## config.mk

```make
export PLATFORM = sky130hd
export DESIGN_NAME = panel_scan
export DESIGN_NICKNAME = d
export VERILOG_FILES = /design/src/rtl/panel_scan.sv
export SDC_FILE = /design/constraint.sdc
export NUM_CORES = 1
export LEC_CHECK = 0
export ABC_CLOCK_PERIOD_IN_PS = 2200
export CAP_MARGIN = 25
export CORE_UTILIZATION = 45
export DETAILED_ROUTE_END_ITERATION = 12
export GPL_TIMING_DRIVEN = 0
export PLACE_DENSITY_LB_ADDON = 0.2
export SKIP_CTS_REPAIR_TIMING = 1
export SLEW_MARGIN = 20
export SYNTH_ARGS = -nofsm -noshare
export SYNTH_HDL_FRONTEND = slang
export SYNTH_SLANG_ARGS = --single-unit
```

## constraint.sdc

```tcl
create_clock -name clk -period 2.2 [get_ports clk]
set_input_delay 0.22 -clock clk [delete_from_list [all_inputs] [get_ports clk]]
set_output_delay 0.22 -clock clk [all_outputs]
set_load 0.01 [all_outputs]
```

## src/rtl/panel_scan.sv

```systemverilog
// rtl/panel_scan.sv - HUB75-style LED panel scan controller with binary PWM phase sweep
//
// Ports:
//   clk, rst_n            : clock, asynchronous active-low reset
//   enable                : run request, sampled in IDLE and at the end of each line
//   pwm, fb_row, col_addr : framebuffer/comparator addressing (registered)
//   r0..b1                : comparator results for col_addr of the previous cycle
//   panel_r0..panel_b1    : registered panel shift data
//   panel_clk, panel_lat  : panel shift clock and latch strobe
//   panel_oe_n            : panel output enable, active-low
//   panel_row             : row address presented to the panel
//   frame_start           : one-cycle pulse on the first shift cycle of a PWM frame

module panel_scan #(
    parameter int PWM_WIDTH   = 8,
    parameter int COL_BITS    = 5,
    parameter int ROW_BITS    = 4,
    parameter int DISP_CYCLES = 64
) (
    input  logic                 clk,
    input  logic                 rst_n,
    input  logic                 enable,
    output logic [PWM_WIDTH-1:0] pwm,
    output logic [ROW_BITS-1:0]  fb_row,
    output logic [COL_BITS-1:0]  col_addr,
    input  logic                 r0,
    input  logic                 g0,
    input  logic                 b0,
    input  logic                 r1,
    input  logic                 g1,
    input  logic                 b1,
    output logic                 panel_r0,
    output logic                 panel_g0,
    output logic                 panel_b0,
    output logic                 panel_r1,
    output logic                 panel_g1,
    output logic                 panel_b1,
    output logic                 panel_clk,
    output logic                 panel_lat,
    output logic                 panel_oe_n,
    output logic [ROW_BITS-1:0]  panel_row,
    output logic                 frame_start
);

    localparam int DW = $clog2(DISP_CYCLES + 1);
    localparam logic [DW-1:0] DISP_LAST = DW'(DISP_CYCLES - 1);

    typedef enum logic [2:0] {
        S_IDLE,
        S_SHIFT,
        S_TAIL,
        S_BLANK,
        S_LATCH,
        S_DISPLAY
    } state_t;

    state_t               state, state_nxt;
    // Shift cycle index: upper bits are the column, bit 0 selects fetch/hold half.
    logic [COL_BITS:0]    shift_cnt, shift_cnt_nxt;
    logic [DW-1:0]        disp_cnt, disp_cnt_nxt;
    logic [ROW_BITS-1:0]  fb_row_nxt;
    logic [PWM_WIDTH-1:0] pwm_nxt;

    logic [COL_BITS-1:0]  col_addr_nxt;
    logic                 panel_clk_nxt;
    logic                 panel_lat_nxt;
    logic                 panel_oe_n_nxt;
    logic                 frame_start_nxt;

    always_comb begin
        state_nxt     = state;
        shift_cnt_nxt = shift_cnt;
        disp_cnt_nxt  = disp_cnt;
        fb_row_nxt    = fb_row;
        pwm_nxt       = pwm;

        case (state)
            S_IDLE: begin
                if (enable) begin
                    state_nxt     = S_SHIFT;
                    shift_cnt_nxt = '0;
                end
            end
            S_SHIFT: begin
                if (shift_cnt == '1) begin
                    state_nxt = S_TAIL;
                end else begin
                    shift_cnt_nxt = shift_cnt + 1'b1;
                end
            end
            S_TAIL:  state_nxt = S_BLANK;
            S_BLANK: state_nxt = S_LATCH;
            S_LATCH: begin
                state_nxt    = S_DISPLAY;
                disp_cnt_nxt = '0;
            end
            S_DISPLAY: begin
                if (disp_cnt == DISP_LAST) begin
                    fb_row_nxt = fb_row + 1'b1;
                    if (fb_row == '1) begin
                        pwm_nxt = pwm + 1'b1;
                    end
                    shift_cnt_nxt = '0;
                    state_nxt     = enable ? S_SHIFT : S_IDLE;
                end else begin
                    disp_cnt_nxt = disp_cnt + 1'b1;
                end
            end
            default: state_nxt = S_IDLE;
        endcase

        // Outputs are decoded from the next state so that, once registered,
        // they line up with the state they belong to.
        col_addr_nxt    = (state_nxt == S_SHIFT) ? shift_cnt_nxt[COL_BITS:1] : '0;
        // Rising panel_clk on even cycles clocks the column captured two cycles
        // earlier; TAIL supplies the final edge for the last column.
        panel_clk_nxt   = (state_nxt == S_TAIL) ||
                          ((state_nxt == S_SHIFT) && !shift_cnt_nxt[0] &&
                           (shift_cnt_nxt[COL_BITS:1] != '0));
        panel_lat_nxt   = (state_nxt == S_LATCH);
        panel_oe_n_nxt  = (state_nxt != S_DISPLAY);
        // shift_cnt_nxt == 0 inside SHIFT only happens on the entry cycle.
        frame_start_nxt = (state_nxt == S_SHIFT) && (shift_cnt_nxt == '0) &&
                          (fb_row_nxt == '0) && (pwm_nxt == '0);
    end

    always_ff @(posedge clk or negedge rst_n) begin
        if (!rst_n) begin
            state       <= S_IDLE;
            shift_cnt   <= '0;
            disp_cnt    <= '0;
            fb_row      <= '0;
            pwm         <= '0;
            col_addr    <= '0;
            panel_clk   <= 1'b0;
            panel_lat   <= 1'b0;
            panel_oe_n  <= 1'b1;
            frame_start <= 1'b0;
            panel_row   <= '0;
            panel_r0    <= 1'b0;
            panel_g0    <= 1'b0;
            panel_b0    <= 1'b0;
            panel_r1    <= 1'b0;
            panel_g1    <= 1'b0;
            panel_b1    <= 1'b0;
        end else begin
            state       <= state_nxt;
            shift_cnt   <= shift_cnt_nxt;
            disp_cnt    <= disp_cnt_nxt;
            fb_row      <= fb_row_nxt;
            pwm         <= pwm_nxt;
            col_addr    <= col_addr_nxt;
            panel_clk   <= panel_clk_nxt;
            panel_lat   <= panel_lat_nxt;
            panel_oe_n  <= panel_oe_n_nxt;
            frame_start <= frame_start_nxt;

            // Comparator data for column c is valid in the hold half (odd cycle).
            if ((state == S_SHIFT) && shift_cnt[0]) begin
                panel_r0 <= r0;
                panel_g0 <= g0;
                panel_b0 <= b0;
                panel_r1 <= r1;
                panel_g1 <= g1;
                panel_b1 <= b1;
            end

            if (state == S_LATCH) begin
                panel_row <= fb_row;
            end
        end
    end

endmodule

```

After elaboration in Yosys (flattened, before gate mapping)
Index checks and enable logic that the tools add are counted.
- register bits: 47
- bits in latches: 0
- memory bits (writable): 0
- ROM bits: 0
- bits of input ports: 9
- memories kept: 0
- $add $sub $neg: 4
- multiply operators: 0
- divide/modulo/power cells: 0
- order comparisons: 0
- equal/unequal tests: 13
- shift operators: 0
- mux-type cells: 17
- bitwise logic cells: 0
- reduce and logical (&&, ||, !) cells: 15
- operator list (cell ; number):
    $mux 8 ; 3
    $mux 6 ; 3
    $pmux 3 s6 ; 1
    $pmux 6 s3 ; 1
    $pmux 7 s2 ; 1
    $eq 3x2->1 const B ; 3
    $eq 3x3->1 const B ; 3
    $mux 3 ; 3
    $add 8x1->8 const B ; 1
    $logic_not 8->1 ; 1
    $mux 4 ; 2
    $add 7x1->7 const B ; 1
    $eq 7x6->1 const B ; 1
    $mux 7 ; 1
    $add 6x1->6 const B ; 1
    $eq 3x1->1 const B ; 2
    $eq 6x6->1 const B ; 1
    $logic_and 1x1->1 ; 6
    $logic_not 6->1 ; 1
    $mux 5 ; 1
    $reduce_bool 5->1 ; 1
    $add 4x1->4 const B ; 1
    $eq 4x4->1 const B ; 1
    $logic_not 4->1 ; 1
    8 further kinds ; 8

Logic depth before layout (Yosys ltp)
Gate-level depths: netlist of the first run.
- word-level depth: 7
- gate-level depth with buffers: 8
- gate-level depth less buffers: 7

Worst setup path before layout of the first run
OpenSTA, ideal clock, no wires.
- path type: reg2reg
- start: reg disp_cnt[0]
- end: reg frame_start
- library setup time: 0.096 ns
- data arrival time: 2.018 ns
- setup slack: 0.086 ns
- stages on the path, launching flop included: 7
- clock period less this slack: 2.114 ns
- path through: dfrtp_1 -> ha_1 -> nand4_4 -> nor3_2 -> mux2_2 -> o32a_1 -> nor4_2
- RTL lines (item ; line ; RTL):
    from (decl) ; 60 ; logic [DW-1:0] disp_cnt, disp_cnt_nxt;
    from (signal assigned) ; 149 ; disp_cnt <= disp_cnt_nxt;
    $eq 7x6->1 ; 98 ; if (disp_cnt == DISP_LAST) begin
    $mux 4 ; 98 ;
    $mux 4 ; 77 ; case (state)
    via fb_row_nxt[1] ; 61 ; logic [ROW_BITS-1:0] fb_row_nxt;
    $logic_not 4->1 ; 124 ; (fb_row_nxt == '0) && (pwm_nxt == '0);
    $logic_and 1x1->1 ; 123 ; frame_start_nxt = (state_nxt == S_SHIFT) && (shift_cnt_nxt == '0) &&
    $logic_and 1x1->1 ; 124 ;
    via frame_start_nxt ; 68 ; logic frame_start_nxt;
    to (signal assigned) ; 156 ; frame_start <= frame_start_nxt;
    to (decl) ; 42 ; output logic frame_start
The timed path passes the listed nets, and every way through them passes these cells.
A chain may end at the register's enable or synchronous reset.

Worst setup path in the final report of the first run
- start: reg state[1]
- end: reg frame_start
- RTL lines (item ; line ; RTL):
    from (decl) ; 57 ; state_t state, state_nxt;
    from (signal assigned) ; 147 ; state <= state_nxt;
    $eq 3x3->1 ; 77 ;
    $mux 4 ; 77 ;
    via fb_row_nxt[1] ; 61 ;
    $logic_not 4->1 ; 124 ;
    $logic_and 1x1->1 ; 123 ;
    $logic_and 1x1->1 ; 124 ;
    via frame_start_nxt ; 68 ;
The timed path passes the listed nets, and every way through them passes these cells.

==> results.json, run 1 <==
{
  "antenna_found_initial": 0,
  "path_max_fanout": 10,
  "drtAntennaViolNets": 0,
  "n_fill_cell": 443,
  "gp_congestion": 0.8445,
  "finalPower_uw": 3038,
  "clk_pin_slew_ns": 0.09,
  "fmax_mhz": 480.0,
  "hp-class": "input port to asynchronous set/reset pin",
  "clkSinkCount": 47,
  "grt_pass1_wl_mm": 7.403,
  "syn-num-nets": 236,
  "synthesis.area_mm2": 0.002362,
  "crit_arrival_ns": 2.30,
  "drcViolationCount": 0,
  "tritoncts": "yes",
  "first_global_vias": 1609,
  "end_kind": "flop",
  "drt-wirelength-per-cell_um": 13.64,
  "finClkSkew_ns": 0.009680,
  "postSynthCellCount": 223,
  "utilization": 0.6050,
  "synth_seq_area_share": 0.4984,
  "ctsLongestPathBuffers": 2,
  "slew_violations": 0,
  "die_x_um": 74.46,
  "layout_commonest_cell": "dfrtp_1",
  "synth_edf_count": 0,
  "synth_ff_type": "dfrtp_1",
  "routed_wl_mm": 4.774,
  "worstSetupPathType": "flop to flop",
  "p_int_uw": 1993,
  "finalNonFillerCells": 350,
  "pwr-share-seq": 0.409,
  "placed_area_mm2": 0.002855,
  "start_util": 0.4655,
  "place_inst": 333,
  "clk_latency_ns": 0.31,
  "io_buffers": 39,
  "fin_crit_ns": 2.084,
  "stdcell_area_mm2": 0.003070,
  "h-tree-depth": 2,
  "grt.overflow.total": 0,
  "multiInputGateArea_mm2": 0.001167,
  "place_ws_ns": -0.09533,
  "pwr-share-clk": 0.181,
  "dr.pass1.iters": 4,
  "ys_warn_count": 0,
  "io_pins": 40,
  "drt-initial-drc-count": 59,
  "nets": 292,
  "avgSynthCellArea_um2": 10.59,
  "grt_start_max_net_pins": 30,
  "final_cell_mix": "dfrtp_1 (44), clkdlybuf4s50_1 (38), nand2_1 (22)",
  "p_sw_frac": 0.3439,
  "track_usage": 0.1771,
  "crit_path_start_kind": "flop",
  "antenna_cells": 0,
  "drive_above_1_share": 0.1714,
  "syn_to_final_growth_pct": 29.98,
  "cts-root-buf": "clkbuf_8",
  "power_switching_uw": 1045,
  "viasPerCell": 5.371,
  "numCtsBuffers": 5,
  "finalCritPeriodShare": 0.9471,
  "fp.coreArea_mm2": 0.005075,
  "die-area_mm2": 0.005544,
  "row_count": 26,
  "setup_viol": 0,
  "die-height_um": 74.46,
  "relSlewSlack": 0.6213,
  "seqCellArea_mm2": 0.001180,
  "p_leak_uw": 0.001364,
  "worst_pin_slew_ns": 0.5656,
  "ys_ff_latch": 47,
  "status": "finished clean",
  "vias": 1880,
  "required_ns": 2.42,
  "hold_viol": 0,
  "comb_power_share": 0.410,
  "synth_cell_types": 52,
  "async_flop_share": 1.000,
  "dpl.hpwl_mm": 3.273,
  "drv_cap": 0,
  "p_per_area_mw_per_mm2": 989.5,
  "fin_ws_ns": 0.1165,
  "ir_drop_v": 0.0005012
}
## cell families after synthesis
kind of cell	synth area share
and+or+nand+nor	0.2039
DFF	0.4984
AOI/OAI and AO/OA	0.1292
xor gates and xnor gates	0.05562
buffers and inverters	0.02595
muxes	0.06568
adders and majority gates	0.02119
## final timing paths
check,cells past startpoint,endpoint,slack (ns),from
worst max-delay path,6,frame_start,0.12,state[1]
worst min-delay path,2,col_addr[3],0.38,rst_n
worst max register to register,6,frame_start,0.12,state[1]
worst min register to register,1,panel_r0,0.51,panel_r0
max in group asynchronous,3,fb_row[0],1.30,rst_n
min in group clk,1,panel_r0,0.51,panel_r0
## critical path: stages (launching register included)
cell and delay, ns:
dfrtp_1 0.40, buf_6 0.15, nand3b_1 0.26, nor3_4 0.27
mux2_2 0.37, o32a_1 0.34, nor4_2 0.20
## through the flow
step                      setup TNS [ns]  hold slack [ns]
after floorplan                        0         -0.07559
after global placement            -18.83           0.4869
after detailed placement        -0.09533           0.1963
after CTS                        -0.1153          -0.1398
after global routing            -0.03065           0.4449
final                                  0           0.3826
## area by class of cell
class	count	area share
well taps	70	0.02852
clock buffers	7	0.02812
inverters	4	0.004890
clock inverters	1	0.002852
multi-input cells	162	0.3802
flip-flops and latches	47	0.3843
plain buffers	9	0.01385
repair buffers	50	0.1573
## flip-flops by register name, summed over array words and instances, names as in the netlist
register     flops
panel_g1         1
frame_start      1
disp_cnt         7
panel_oe_n       1
panel_r0         1
panel_clk        1
panel_r1         1
fb_row           4
shift_cnt        6
panel_b1         1
col_addr         5
panel_lat        1
pwm              8
panel_g0         1
state            3
panel_b0         1
panel_row        4
## synth_stat cells, types with 4 or more instances
library cell   n  area [um2]
dfrtp_1       46        1151
nand2_1       22       82.58
nor2_1        19       71.32
mux2_2        12       135.1
a21oi_1       11       55.05
o21ai_0       11       55.05
xnor2_1        9       78.83
clkbuf_1       7       26.28
nand3_1        7       35.03
xor2_1         6       52.55
nand4_1        5       31.28
and2_1         4       25.02
and3_1         4       25.02
ha_1           4       50.05
inv_1          4       15.01
nand2b_1       4       25.02
nor3_1         4       20.02
o31ai_1        4       30.03
## per-layer routing
layer,vias to the layer above,part of all wire,global-route usage
met1,915,0.46,0.2435
met5,-,0,0
met3,9,0.040,0.04336
met4,0,0.021,0.07757
met2,45,0.47,0.2663
li1,911,-,-
## power by group through the flow
stage	logic, uW	registers (uW)	clock network [uW]
2_1_floorplan	669	1300	0
6_report	1250	1240	549
3_5_place_dp	1150	1260	0
5_1_grt	1390	1270	593
3_3_place_gp	1140	1250	0
4_1_cts	1160	1240	561
(Power assumes the default switching activity.)
==> run 2, diff against run 1 <==
--- a/config.mk
+++ b/config.mk
@@ -8,6 +8,7 @@
 export ABC_CLOCK_PERIOD_IN_PS = 2200
 export CAP_MARGIN = 25
 export CORE_UTILIZATION = 45
+export CTS_BUF_LIST = sky130_fd_sc_hd__clkbuf_4 sky130_fd_sc_hd__clkbuf_8
 export DETAILED_ROUTE_END_ITERATION = 12
 export GPL_TIMING_DRIVEN = 0
 export PLACE_DENSITY_LB_ADDON = 0.2
==> run 2 against run 1 <==
  * Wire length is 0.10% lower
  * Cell count stayed put
  * Via count is 0.11% lower
  * Maximum frequency hardly changed
  * Power is 0.38% higher
  * Worst setup slack hardly changed
==> results.json, run 2 (synthesized netlist as in run 1, its figures left out) <==
{
  "r2r.worst_path.cells": 6,
  "viasPerCell": 5.366,
  "path_max_fanout": 10,
  "first_global_vias": 1609,
  "finalPower_uw": 3050,
  "cts-root-buf": "clkbuf_8",
  "h-tree-depth": 2,
  "start_util": 0.4655,
  "largest-register": "pwm",
  "reg.largest.list": "pwm: 8 flops, disp_cnt: 7 flops, shift_cnt: 6 flops",
  "fp.coreArea_mm2": 0.005075,
  "die-height_um": 74.46,
  "io_buffers": 39,
  "layout_commonest_cell": "dfrtp_1",
  "dr.pass1.iters": 4,
  "io_pins": 40,
  "track_usage": 0.1771,
  "routed_wl_mm": 4.769,
  "clk_latency_ns": 0.31,
  "status": "finished clean",
  "grt.overflow.total": 0,
  "hp-class": "input port to asynchronous set/reset pin",
  "crit_path_start_kind": "flop",
  "tritoncts": "yes",
  "r2r_slack_ns": 0.12,
  "worst_pin_slew_ns": 0.5633,
  "numCtsBuffers": 5,
  "antenna_found_initial": 0,
  "fin_ws_ns": 0.1169,
  "vias": 1878,
  "ctsLongestPathBuffers": 2,
  "setup_viol": 0,
  "row_count": 26,
  "crit_arrival_ns": 2.30,
  "end_kind": "flop",
  "hold_viol": 0,
  "largest_register_ffs": 8,
  "syn_to_final_growth_pct": 30.14,
  "gp_congestion": 0.8445,
  "crit_chain": "buf_6 -> nand3b_1 -> nor3_4 -> mux2_2 -> o32a_1 -> nor4_2",
  "ir_drop_v": 0.0005002,
  "r2r_start": "state[1]",
  "finalCritPeriodShare": 0.9469,
  "clkSinkCount": 47,
  "final_cell_mix": "dfrtp_1 (44), clkdlybuf4s50_1 (38), nand2_1 (22)",
  "drt-wirelength-per-cell_um": 13.63,
  "antenna_cells": 0,
  "drive_above_1_share": 0.1750,
  "drtAntennaViolNets": 0,
  "finClkSkew_ns": 0.009001,
  "fmax_mhz": 480.0,
  "rr_endpoint": "frame_start",
  "setup_tns_ns": 0,
  "drt-initial-drc-count": 59,
  "place_ws_ns": -0.09533,
  "slew_violations": 0,
  "die-area_mm2": 0.005544,
  "worstSetupPathType": "flop to flop",
  "dpl.hpwl_mm": 3.273,
  "p_leak_uw": 0.001367,
  "p_per_area_mw_per_mm2": 992.1,
  "required_ns": 2.42,
  "relSlewSlack": 0.6229,
  "clk_pin_slew_ns": 0.09,
  "hold_slack_ns": 0.3827,
  "nets": 292,
  "worst_path_largest_cell_delay_ns": 0.40,
  "grt_pass1_wl_mm": 7.403,
  "drcViolationCount": 0,
  "fin_crit_ns": 2.083,
  "crit_slowest_cell": "dfrtp_1",
  "grt_start_max_net_pins": 30,
  "drv_cap": 0,
  "die_x_um": 74.46
}
run 2: worst max path at each step:
stage	to	start	slack [ns]
finish	frame_start	state[1]	0.12
global route	frame_start	fb_row[1]	-0.03
floorplan	frame_start	disp_cnt[0]	0.09
detailed placement	frame_start	disp_cnt[0]	-0.1
CTS	frame_start	shift_cnt[0]	-0.11
global placement	disp_cnt[1]	rst_n	-0.41
run 2: report_power, final:
group          switching [uW]  internal (uW)  leakage [uW]  total [uW]
sequential                154           1090      0.000607        1240
combinational             601            646      0.000709        1250
clock                     289            270     0.0000519         559
run 2: final cells by class:
class / instances / area (um2)
plain buffers: 9 / 42.54
clock buffers: 7 / 90.09
clock inverters: 1 / 8.758
fillers: 443 / 2001
inverters: 4 / 15.01
multi-input cells: 162 / 1167
flip-flops and latches: 47 / 1180
well taps: 70 / 87.58
repair buffers: 50 / 483.0
run 2: stage by stage:
step	area (um2)	util	std cells
6_report	3074	0.6058	350
5_1_grt	3074	0.6058	350
4_1_cts	2954	0.5821	341
3_5_place_dp	2855	0.5626	333
3_3_place_gp	2840	0.5597	332
2_1_floorplan	2362	-	223
run 2: routing by layer:
metal,GRT usage,part of all wire,vias to the layer above
met4,0.07757,0.021,0
met2,0.2663,0.48,45
li1,-,-,911
met5,0,0,-
met1,0.2435,0.46,913
met3,0.04336,0.038,9
run 2: worst max-delay path, delay by kind of cell, from the launching register on:
kind,cells,cell delay (ns)
muxes,1,0.37
AOI/OAI and AO/OA,1,0.34
and+or+nand+nor,3,0.73
buffers and inverters,1,0.15
DFF,1,0.40
==> run 3, diff against run 2 <==
--- a/config.mk
+++ b/config.mk
@@ -17,3 +17,4 @@
 export SYNTH_ARGS = -nofsm -noshare
 export SYNTH_HDL_FRONTEND = slang
 export SYNTH_SLANG_ARGS = --single-unit
+export TNS_END_PERCENT = 20
==> constraint.sdc (replaced) <==
create_clock -name clk -period 2.2 [get_ports clk]
set_input_delay 0.55 -clock clk [delete_from_list [all_inputs] [get_ports clk]]
set_output_delay 0.55 -clock clk [all_outputs]
set_load 0.01 [all_outputs]
==> run 3 against run 2 <==
  * Sequential power hardly changed
  * Sequential cell count stayed put
  * First-iteration DRC count is 34% higher
  * Cell count is 0.57% higher
  * Combinational power is 4% higher
  * Highest routed layer unchanged
  * Global-route usage stayed put
  * Clock-buffer cell count stayed put
  * Clock skew hardly changed
  * Non-clock buffer count is 2 higher
  * Wire length is 1.7% higher
  * Utilization is 0.67 points higher
  * Die area stayed put
==> results.json, run 3 (synthesized netlist as in run 1, its figures left out) <==
{
  "finClkSkew_ns": 0.009338,
  "ctsLongestPathBuffers": 2,
  "r2r_slack_ns": 0.11,
  "die-area_mm2": 0.005544,
  "syn_to_final_growth_pct": 31.57,
  "hp-class": "input port to asynchronous set/reset pin",
  "fp.coreArea_mm2": 0.005075,
  "antenna_found_initial": 0,
  "viasPerCell": 5.344,
  "antenna_cells": 0,
  "place_ws_ns": -0.3357,
  "finalNonFillerCells": 352,
  "start_util": 0.4655,
  "drt-wirelength-per-cell_um": 13.77,
  "track_usage": 0.1771,
  "dpl.hpwl_mm": 3.273,
  "tritoncts": "yes",
  "drive_above_1_share": 0.1950,
  "p_per_area_mw_per_mm2": 996.9,
  "path_max_fanout": 7,
  "h-tree-depth": 2,
  "ir_drop_v": 0.0005263,
  "numCtsBuffers": 5,
  "crit_end": "frame_start",
  "die_x_um": 74.46,
  "routed_wl_mm": 4.848,
  "layout_commonest_cell": "dfrtp_1",
  "gp_congestion": 0.8445,
  "largest_register_ffs": 8,
  "drtAntennaViolNets": 0,
  "drt-initial-drc-count": 79,
  "dr.pass1.iters": 4,
  "r2r_start": "state[1]",
  "vias": 1881,
  "io_buffers": 39,
  "row_count": 26,
  "drcViolationCount": 0,
  "fin_crit_ns": 2.090,
  "nets": 294,
  "setup_viol": 0,
  "first_global_vias": 1609,
  "reg.largest.list": "pwm: 8 flops, disp_cnt: 7 flops, shift_cnt: 6 flops",
  "crit_arrival_ns": 2.30,
  "die-height_um": 74.46,
  "rr_endpoint": "frame_start",
  "clk_latency_ns": 0.30,
  "io_pins": 40,
  "drv_cap": 0,
  "hold_viol": 0,
  "grt_pass1_wl_mm": 7.403,
  "relSlewSlack": 0.6164,
  "status": "finished clean",
  "clkSinkCount": 47,
  "place_inst": 333,
  "slew_violations": 0,
  "p_leak_uw": 0.001389,
  "crit_path_start_kind": "flop",
  "final_cell_mix": "dfrtp_1 (44), clkdlybuf4s50_1 (37), nand2_1 (22)",
  "largest-register": "pwm",
  "clk_pin_slew_ns": 0.09,
  "crit_start": "state[1]",
  "grt_start_max_net_pins": 30,
  "fmax_mhz": 478.5,
  "cts-root-buf": "clkbuf_8",
  "grt.overflow.total": 0,
  "r2r.worst_path.cells": 6,
  "fin_ws_ns": 0.1101,
  "required_ns": 2.41,
  "worst_pin_slew_ns": 0.5729,
  "finalCritPeriodShare": 0.9500,
  "worstSetupPathType": "flop to flop",
  "end_kind": "flop",
  "utilization": 0.6124
}
## run 3: worst min path at each step
stage | from | endpoint | cells after the start | slack, ns
after floorplan | rst_n | col_addr[0] | 0 | 0.25
after global placement | panel_b1 | panel_b1 | 1 | 0.49
after detailed placement | panel_g1 | panel_g1 | 1 | 0.49
after CTS | rst_n | col_addr[3] | 1 | 0.19
after global routing | rst_n | shift_cnt[4] | 1 | 0.21
final | rst_n | col_addr[3] | 1 | 0.18
## run 3: layout make-up
class / instances / area, um2
Clock inverter: 1 / 8.758
Timing Repair Buffer: 52 / 498.0
Clock buffer: 7 / 90.09
Multi-Input combinational cell: 162 / 1186
Tap cell: 70 / 87.58
Fill cell: 443 / 1967
Inverter: 4 / 15.01
Sequential cell: 47 / 1180
Buffer: 9 / 42.54
## run 3: metrics by stage
step / setup TNS, ns / total power, uW / cell area [um2] / hold slack (ns)
CTS: -0.1153 / 2971 / 2954 / 0.1903
floorplan: 0 / 1968 / 2362 / 0.2544
finish: 0 / 3098 / 3108 / 0.1794
global placement: -34.82 / 2389 / 2840 / 0.4869
detailed placement: -0.6188 / 2409 / 2855 / 0.4947
global route: -0.03888 / 3310 / 3108 / 0.2111
## run 3: power breakdown
group          switching [uW]  internal, uW
Combinational             630           665
Clock                     287           270
Sequential                156          1090
Total                    1070          2030
## run 3: critical path, cell delays in order, from the launching register on
cell and delay (ns):
dfrtp_1 0.40, buf_6 0.14, nand3b_1 0.25, nor3_4 0.28, mux2_4 0.33, o32a_1 0.34, nor4_2 0.26
## run 3: per-layer routing
layer  track usage  vias to the layer above  part of all wire
li1              -                      914                 -
met1        0.2435                      932              0.47
met2        0.2663                       30              0.48
met3       0.04336                        5             0.031
met4       0.07757                        0             0.017
met5             0                        -                 0
